**config.mk**
```make
export PLATFORM = sky130hd
export DESIGN_NAME = idexwb_issue_ctrl
export DESIGN_NICKNAME = d
export VERILOG_FILES = /design/src/rtl/idexwb_pkg.sv /design/src/rtl/idexwb_instr_fifo.sv /design/src/rtl/idexwb_issue_ctrl.sv
export SDC_FILE = /design/constraint.sdc
export NUM_CORES = 1
export LEC_CHECK = 0
export CAP_MARGIN = 10
export CORE_MARGIN = 1
export CORE_UTILIZATION = 50
export CTS_CLUSTER_SIZE = 8
export DETAILED_ROUTE_END_ITERATION = 8
export PLACE_DENSITY = 0.75
export RECOVER_POWER = 50
export SKIP_LAST_GASP = 1
export SYNTH_ARGS = -nofsm -noshare
export SYNTH_HDL_FRONTEND = slang
export SYNTH_SLANG_ARGS = --single-unit
```
**constraint.sdc**
```tcl
create_clock -name clk_i -period 11.4 [get_ports clk_i]
set_input_delay 1.71 -clock clk_i [delete_from_list [all_inputs] [get_ports clk_i]]
set_output_delay 1.71 -clock clk_i [all_outputs]
set_load 0.005 [all_outputs]
```
**src/rtl/idexwb_pkg.sv**
```systemverilog
// -----------------------------------------------------------------------------
// idexwb_pkg
//   Shared definitions for the idexwb issue controller and its FIFO:
//   opcode encodings, the packed instruction layout and a small decode helper.
// -----------------------------------------------------------------------------
package idexwb_pkg;

   localparam logic [2:0] OPNOP  = 3'b000;
   localparam logic [2:0] OPADD  = 3'b001;
   localparam logic [2:0] OPMUL  = 3'b010;
   localparam logic [2:0] OPADDI = 3'b011;

   // {opcode, rs1, rs2, rd, imm} = 3+5+5+5+12 = 30 bits
   typedef struct packed {
      logic [2:0]  opcode;
      logic [4:0]  rs1;
      logic [4:0]  rs2;
      logic [4:0]  rd;
      logic [11:0] imm;
   } instr_t;

   // Only the register-register operations consume the second source.
   function automatic logic reads_rs2(input logic [2:0] opcode);
      return (opcode == OPADD) || (opcode == OPMUL);
   endfunction

endpackage

```
**src/rtl/idexwb_instr_fifo.sv**
```systemverilog
// -----------------------------------------------------------------------------
// idexwb_instr_fifo
//   Small synchronous FIFO of instr_t with first-word-fall-through head.
//   Ports:
//     clk_i    rising-edge clock
//     rst_i    synchronous reset, active-low (empties the FIFO)
//     push_i   write din_i (ignored when full)
//     pop_i    drop the head (ignored when empty)
//     din_i    instruction to write
//     dout_o   current head entry (valid when !empty_o)
//     full_o   DEPTH entries held
//     empty_o  no entries held
//     count_o  number of entries held, 0..DEPTH
// -----------------------------------------------------------------------------
module idexwb_instr_fifo
   import idexwb_pkg::*;
#(
   parameter int DEPTH = 4
) (
   input  logic                         clk_i,
   input  logic                         rst_i,
   input  logic                         push_i,
   input  logic                         pop_i,
   input  instr_t                       din_i,
   output instr_t                       dout_o,
   output logic                         full_o,
   output logic                         empty_o,
   output logic [$clog2(DEPTH+1)-1:0]   count_o
);

   localparam int PTR_W = $clog2(DEPTH);
   localparam int CNT_W = $clog2(DEPTH+1);

   instr_t           mem_q [DEPTH];
   logic [PTR_W-1:0] wr_ptr_q, wr_ptr_d;
   logic [PTR_W-1:0] rd_ptr_q, rd_ptr_d;
   logic [CNT_W-1:0] count_q, count_d;
   logic             do_push, do_pop;

   assign full_o  = (count_q == CNT_W'(DEPTH));
   assign empty_o = (count_q == '0);
   assign count_o = count_q;
   assign dout_o  = mem_q[rd_ptr_q];

   assign do_push = push_i && !full_o;
   assign do_pop  = pop_i && !empty_o;

   // DEPTH is a power of two, so pointer overflow is the modulo wrap.
   always_comb begin
      wr_ptr_d = wr_ptr_q;
      rd_ptr_d = rd_ptr_q;
      count_d  = count_q;
      if (do_push) wr_ptr_d = wr_ptr_q + 1'b1;
      if (do_pop)  rd_ptr_d = rd_ptr_q + 1'b1;
      case ({do_push, do_pop})
         2'b10:   count_d = count_q + 1'b1;
         2'b01:   count_d = count_q - 1'b1;
         default: count_d = count_q;
      endcase
   end

   always_ff @(posedge clk_i) begin
      if (!rst_i) begin
         wr_ptr_q <= '0;
         rd_ptr_q <= '0;
         count_q  <= '0;
      end else begin
         wr_ptr_q <= wr_ptr_d;
         rd_ptr_q <= rd_ptr_d;
         count_q  <= count_d;
      end
   end

   // Storage needs no reset: entries are only visible through count_q.
   always_ff @(posedge clk_i) begin
      if (do_push) mem_q[wr_ptr_q] <= din_i;
   end

endmodule

```
**src/rtl/idexwb_issue_ctrl.sv**
```systemverilog
// -----------------------------------------------------------------------------
// idexwb_issue_ctrl
//   In-order issue controller for idexwb_pipe. Queues instructions, tracks
//   in-flight destination registers and inserts OPNOP bubbles on RAW hazards
//   because the pipe has no forwarding.
//   Ports:
//     clk_i, rst_i             clock, synchronous active-low reset
//     in_valid_i / in_ready_o  instruction handshake (push on valid && ready)
//     in_opcode_i .. in_imm_i  offered instruction fields
//     opcode_o, rs1_o, rs2_o,
//     rd_o, imm_o              registered instruction to the pipe
//     start_o                  registered pipe enable, 1 from first edge out of reset
//     busy_o                   FIFO non-empty or any register still pending
//     stall_cnt_o              saturating count of hazard bubbles
//     issue_cnt_o              saturating count of issued non-NOP instructions
// -----------------------------------------------------------------------------
module idexwb_issue_ctrl
   import idexwb_pkg::*;
#(
   parameter int DEPTH    = 4,
   parameter int PIPE_LAT = 3,
   parameter int CNT_W    = 16
) (
   input  logic             clk_i,
   input  logic             rst_i,
   input  logic             in_valid_i,
   output logic             in_ready_o,
   input  logic [2:0]       in_opcode_i,
   input  logic [4:0]       in_rs1_i,
   input  logic [4:0]       in_rs2_i,
   input  logic [4:0]       in_rd_i,
   input  logic [11:0]      in_imm_i,
   output logic [2:0]       opcode_o,
   output logic [4:0]       rs1_o,
   output logic [4:0]       rs2_o,
   output logic [4:0]       rd_o,
   output logic [11:0]      imm_o,
   output logic             start_o,
   output logic             busy_o,
   output logic [CNT_W-1:0] stall_cnt_o,
   output logic [CNT_W-1:0] issue_cnt_o
);

   localparam int PEND_W = $clog2(PIPE_LAT+1);
   localparam int FCNT_W = $clog2(DEPTH+1);

   function automatic logic [CNT_W-1:0] sat_inc(input logic [CNT_W-1:0] v);
      return (&v) ? v : v + 1'b1;
   endfunction

   // ---------------- FIFO ----------------
   instr_t              fifo_din, head;
   logic                fifo_push, fifo_pop;
   logic                fifo_full, fifo_empty;
   logic [FCNT_W-1:0]   fifo_count;

   assign fifo_din = '{opcode: in_opcode_i, rs1: in_rs1_i, rs2: in_rs2_i,
                       rd: in_rd_i, imm: in_imm_i};

   idexwb_instr_fifo #(.DEPTH(DEPTH)) u_fifo (
      .clk_i   (clk_i),
      .rst_i   (rst_i),
      .push_i  (fifo_push),
      .pop_i   (fifo_pop),
      .din_i   (fifo_din),
      .dout_o  (head),
      .full_o  (fifo_full),
      .empty_o (fifo_empty),
      .count_o (fifo_count)
   );

   // ---------------- registered state ----------------
   logic              start_q;
   logic [2:0]        opcode_q, opcode_d;
   logic [4:0]        rs1_q, rs1_d, rs2_q, rs2_d, rd_q, rd_d;
   logic [11:0]       imm_q, imm_d;
   logic [CNT_W-1:0]  stall_cnt_q, stall_cnt_d;
   logic [CNT_W-1:0]  issue_cnt_q, issue_cnt_d;
   logic [PEND_W-1:0] pend_q [32];
   logic [PEND_W-1:0] pend_d [32];

   // start_q doubles as "out of reset", keeping in_ready low during reset.
   assign in_ready_o = start_q && !fifo_full;
   assign fifo_push  = in_valid_i && in_ready_o;

   // A counter of 1 means the producer writes the RF on this very edge, so a
   // consumer issued now reads the new value: only values above 1 block.
   // This makes a dependent issue exactly PIPE_LAT edges after its producer.
   logic rs1_hz, rs2_hz, hazard;
   assign rs1_hz = (head.rs1 != '0) && (pend_q[head.rs1] > PEND_W'(1));
   assign rs2_hz = reads_rs2(head.opcode) && (head.rs2 != '0) &&
                   (pend_q[head.rs2] > PEND_W'(1));
   assign hazard = rs1_hz || rs2_hz;

   always_comb begin
      opcode_d    = OPNOP;
      rs1_d       = '0;
      rs2_d       = '0;
      rd_d        = '0;
      imm_d       = '0;
      stall_cnt_d = stall_cnt_q;
      issue_cnt_d = issue_cnt_q;
      fifo_pop    = 1'b0;
      if (!fifo_empty) begin
         if (hazard) begin
            stall_cnt_d = sat_inc(stall_cnt_q);
         end else begin
            fifo_pop = 1'b1;
            opcode_d = head.opcode;
            rs1_d    = head.rs1;
            rs2_d    = head.rs2;
            rd_d     = head.rd;
            imm_d    = head.imm;
            if (head.opcode != OPNOP) issue_cnt_d = sat_inc(issue_cnt_q);
         end
      end
   end

   // Scoreboard: decrement every edge, issue reloads (also covers WAW).
   always_comb begin
      for (int r = 0; r < 32; r++) begin
         pend_d[r] = (pend_q[r] != '0) ? pend_q[r] - 1'b1 : pend_q[r];
      end
      if (fifo_pop && head.opcode != OPNOP && head.rd != '0)
         pend_d[head.rd] = PEND_W'(PIPE_LAT);
      pend_d[0] = '0;
   end

   logic any_pend;
   always_comb begin
      any_pend = 1'b0;
      for (int r = 1; r < 32; r++) any_pend = any_pend || (pend_q[r] != '0);
   end

   always_ff @(posedge clk_i) begin
      if (!rst_i) begin
         start_q     <= 1'b0;
         opcode_q    <= OPNOP;
         rs1_q       <= '0;
         rs2_q       <= '0;
         rd_q        <= '0;
         imm_q       <= '0;
         stall_cnt_q <= '0;
         issue_cnt_q <= '0;
         for (int r = 0; r < 32; r++) pend_q[r] <= '0;
      end else begin
         start_q     <= 1'b1;
         opcode_q    <= opcode_d;
         rs1_q       <= rs1_d;
         rs2_q       <= rs2_d;
         rd_q        <= rd_d;
         imm_q       <= imm_d;
         stall_cnt_q <= stall_cnt_d;
         issue_cnt_q <= issue_cnt_d;
         for (int r = 0; r < 32; r++) pend_q[r] <= pend_d[r];
      end
   end

   assign opcode_o    = opcode_q;
   assign rs1_o       = rs1_q;
   assign rs2_o       = rs2_q;
   assign rd_o        = rd_q;
   assign imm_o       = imm_q;
   assign start_o     = start_q;
   assign busy_o      = (fifo_count != '0) || any_pend;
   assign stall_cnt_o = stall_cnt_q;
   assign issue_cnt_o = issue_cnt_q;

endmodule

```
### Word-level counts from Yosys, hierarchy flattened

Memory sizes are Yosys's and may differ from the RTL's. A register that Yosys moved wholly into a read port is not among the register bits.
Index checks and enable logic that the tools add are counted.

| operators by class | value |
|---|---|
| order comparisons | 4 |
| add/subtract/negate cells | 37 |
| eq/ne operators | 5 |
| muxes and demuxes | 75 |
| bitwise operators | 39 |
| reduce and logical (&&, ||, !) cells | 88 |

Operators by type and width:

| kind | count |
|---|---|
| 2-to-1 mux 2 bit | 66 |
| nonzero test 2 bit | 32 |
| 2-to-1 mux 62 bit | 1 |
| bitwise OR 62 bit | 1 |
| subtractor 2 x 1 -> 2 bit (second input constant) | 31 |
| logical OR 1 bit | 33 |
| adder 16 x 1 -> 16 bit (second input constant) | 2 |
| bitwise OR 1 bit | 32 |
| AND reduction 16 bit | 2 |
| nonzero test 5 bit | 3 |
| demux 2 bit (select 5 bit) | 1 |
| logical AND 1 bit | 10 |
| >= comparator 6 bit (second input constant) | 1 |
| < comparator 6 x 1 -> 1 bit (second input constant) | 1 |
| 2-to-1 mux 1 bit | 6 |
| inverter 5 -> 6 bit | 1 |
| one-hot mux 3 bit (2 select lines) | 1 |
| nonzero test 3 bit | 2 |
| inverter 1 bit | 5 |
| adder 2 x 1 -> 2 bit (second input constant) | 2 |
| greater-than comparator 2 x 1 -> 1 bit (second input constant) | 2 |
| AND reduction 4 bit | 1 |
| adder 3 x 1 -> 3 bit (second input constant) | 1 |
| == test 3 x 1 -> 1 bit (second input constant) | 1 |
| other kinds (9) | 10 |

| word-level totals | value |
|---|---|
| bits of input ports | 33 |
| memories kept | 2 |
| flip-flop bits (word level) | 70 |
| memory bits (writable) | 184 |
| output and inout port bits | 65 |

Memory list:

| name | depth | width | read ports | clocked after memory_dff | write ports | RTL line | text |
|---|---|---|---|---|---|---|---|
| u_fifo.mem_q | 4 | 30 | 1 | 1 | 1 | idexwb_instr_fifo.sv:34 | `instr_t mem_q [DEPTH];` |
| pend_q | 32 | 2 | 33 | 0 | 32 | idexwb_issue_ctrl.sv:79 | `logic [PEND_W-1:0] pend_q [32];` |

### Depth between registers and ports, before layout

An unclocked memory read counts as a cell.

| logic depth | value |
|---|---|
| word-level depth | 33 |
| depth in mapped cells | 16 |

### Modules after synthesis

Synthesis repeated with hierarchy kept, for this count alone.

| second synthesis, totals | value |
|---|---|
| cell total of the unflattened synthesis | 802 |
| area, all modules | 10,209.8 um^2 |

Modules (own cells, without submodules):

| module | area an instance (um^2) | times used | cells an instance |
|---|---|---|---|
| idexwb_issue_ctrl | 5,387.7 | 1 | 592 |
| idexwb_instr_fifo | 4,822.1 | 1 | 210 |

### Least setup slack after synthesis

Ideal clock, no wire load.

| timing path | value |
|---|---|
| path type | reg-to-reg |
| start point | register with a tool-made name |
| end point | register u_fifo.count_q[2], in the netlist u_fifo.count_o[2] |
| library setup time | 70 ps |
| data required time | 11,330 ps |
| stages on the path, launching flop included | 16 |
| arrival | 3,618 ps |
| period minus slack after synthesis | 3,688 ps |
| setup slack | 7,712 ps |
| cells stage by stage | dfxtp_1 buf_6 mux4_2 buf_2 mux2_4 a32o_1 nor4_2 nor4_4 nor3_4 clkbuf_1 ha_1 inv_1 fa_1 xor2_1 or3_1 a21oi_1 |

RTL lines:

| what | RTL line | text |
|---|---|---|
| end signal, assigned | idexwb_instr_fifo.sv:70 | `count_q <= count_d;` |
| end, declared | idexwb_instr_fifo.sv:37 | `logic [CNT_W-1:0] count_q, count_d;` |

==> flow_metrics.tcl <==
set metrics [dict create \
    hold_slack_ps 448 \
    dr_total_vias 6878 \
    layout-drive-gt1-share 0.110 \
    fin_setup_tns_ps 0 \
    ant_nets 0 \
    ios 98 \
    clock_path_buffers 3 \
    grt_pass1_wl_um 34800 \
    ys_seq_area_frac 0.620 \
    die_w_um 144 \
    drv_cap 5 \
    clock.fmax_mhz 213 \
    root_buffer "clkbuf_16" \
    antenna_found_initial 3 \
    synth_edf_count 120 \
    critPathArrivalTime_ps 5120 \
    grt-ovfl-total 0 \
    htree_num_levels 2 \
    critical_path_required_ps 11820 \
    io_buffers 97 \
    num_rows 51 \
    insertion_delay_ps 520 \
    route.detailed.drc 0 \
    cts_resized 0 \
    outcome "finished with violations" \
    tightestPinTransition_ps 2980 \
    hp-class "reg -> reg" \
    drt_iter0_markers 560 \
    crit_chain "buf_4, mux4_2, mux4_2, and2_1, o31ai_2, a311oi_2, nor3_4, buf_4, ha_1, inv_1, fa_1, xor2_1, or3_1, a21oi_1" \
    syn_area_um2 10100 \
    place.gp.congestion 0.873 \
    clkSinkCount 254 \
    grt_setup_unrepaired "false" \
    grt_max_degree 75 \
    final_cell_mix "133 x dfxtp_1, 120 x edfxtp_1, 69 x nand2_1, 65 x clkdlybuf4s50_1, 44 x nand3_1" \
    core_um2 19700 \
    critPathLaunchType "flop" \
    finalCritPeriodShare 0.413 \
    place_hpwl_um 13800 \
    finalHoldViolations 0 \
    critPathSlowestCell "mux4_2" \
    design_area_um2 12400 \
    die_area_um2 20800 \
    violations "capacitance limit, slew limit" \
    synth-seq-cells 254 \
    finalSetupViolCount 0 \
    async_reset_ff_frac 0 \
    fin_nets 942 \
    relSlewSlack -0.985 \
    pwr_density_cell_nw_per_um2 211 \
    synthToLayoutAreaGrowth_pct 22.2 \
    criticalPathCategory "reg -> reg" \
    fin_skew_ps 15.9 \
    path_clk_slew_ps 50 \
    worst_path_largest_cell_delay_ps 720 \
    vias_per_cell 5.78 \
    start_util 0.516 \
    cts_buffers 37 \
    synth_area_per_cell_um2 12.7 \
    synth_nets 838 \
    worstPathMaxFanout 34 \
    synthDistinctLibCells 59 \
    wl_um 22000 \
    drv_slew 199 \
    worst_setup_path_end_kind "flop" \
    synth_flop_cell "dfxtp_1" \
    die_h_um 144 \
    detailed_place.area_um2 11300 \
    postCtsSetupBuffers 0 \
    tritoncts "built" \
    ir_worst_vdd_v 0.000176 \
    layout_commonest_cell "dfxtp_1" \
    path_delay_family "multiplexers" \
    grt_use_total 0.220 \
    ys_warn_count 0 \
    power_leakage_uw 0.00433 \
    fin_crit_ps 4700 \
    fillers 1543 \
    netlist_instances 797 \
    hold_buffers 0 \
    grt_pass1_vias 6637 \
    cp_num_buf_inv 3 \
    routedWlPerCell_um 18.5 \
    drt_first_pass_iters 4 \
]
==> layer usage <==
metal	share of wire	vias up	track usage
met1	0.43	3363	0.282
met4	0.027	0	0.0870
met5	0	-	0
met3	0.056	52	0.0460
li1	-	3233	-
met2	0.49	230	0.365
==> worst reg2reg max path: stages (launching register included) <==
cell and delay [ps]:
dfxtp_2 500, buf_4 470, mux4_2 720, mux4_2 460, and2_1 180, o31ai_2 260, a311oi_2 120, nor3_4 200
buf_4 340, ha_1 260, inv_1 70, fa_1 400, xor2_1 180, or3_1 310, a21oi_1 150
==> per-stage QoR <==
step	cells	power (uW)	worst slack [ps]	util
after floorplan	797	1460	7710	-
after global placement	1127	1630	6810	0.576
after detailed placement	1127	1640	6720	0.576
after CTS	1186	2640	6630	0.631
after global routing	1188	2730	6370	0.630
final	1189	2610	6700	0.630
==> flip-flops by register name (all words and copies together) (netlist names), named ones only <==
name / cells
u_fifo.mem_q: 120
pend_q: 62
issue_cnt_o: 16
stall_cnt_o: 16
imm_o: 12
rd_o: 5
rs1_o: 5
rs2_o: 5
opcode_o: 3
u_fifo.count_o: 3
u_fifo.rd_ptr_q: 2
u_fifo.wr_ptr_q: 2
start_o: 1
==> synthesized netlist by cell type (all sizes together) (19+ instances only) <==
cell,instances,area (um2)
edfxtp,120,3600
o22ai,31,231
nor2,30,113
mux4,31,698
nand3,44,220
clkbuf,27,101
o21ai,37,185
nor4,19,140
dfxtp,134,2680
mux2i,37,370
and3,39,244
a21oi,20,100
nand2,69,259
==> layout make-up <==
cell class	instances	area [um2]	share of cell area
Sequential cell	254	6290	0.508
Multi-Input combinational cell	486	3600	0.291
Clock buffer	56	1010	0.0813
Tap cell	265	332	0.0268
Inverter	15	56.3	0.00455
Timing Repair Buffer	107	1020	0.0827
Clock inverter	3	68.8	0.00556
Antenna cell	3	7.51	0.000606
==> worst paths after layout <==
kind / from / slack (ps) / end / cells past startpoint
max reg2reg: flop / 6700 / u_fifo.count_o[2] / 14
max: flop / 6700 / u_fifo.count_o[2] / 14
min reg2reg: pend_q[24][0] / 450 / pend_q[24][0] / 1
min: pend_q[24][0] / 450 / pend_q[24][0] / 1
==> cell families after synthesis <==
group / count (synthesis) / share of synthesized area
AOI/OAI and AO/OA: 126 / 0.0815
xor gates and xnor gates: 8 / 0.00691
adders and majority gates: 8 / 0.0106
buffers and inverters: 57 / 0.0252
DFF: 254 / 0.620
muxes: 74 / 0.112
and+or+nand+nor: 270 / 0.143
==> power by group <==
group / switching, uW / leakage (uW) / internal, uW / total [uW]
Clock: 377 / 0.000512 / 609 / 986
Combinational: 321 / 0.00164 / 252 / 573
Sequential: 35.0 / 0.00217 / 1020 / 1050
Total: 733 / 0.00433 / 1880 / 2610
(Power assumes the default switching activity.)
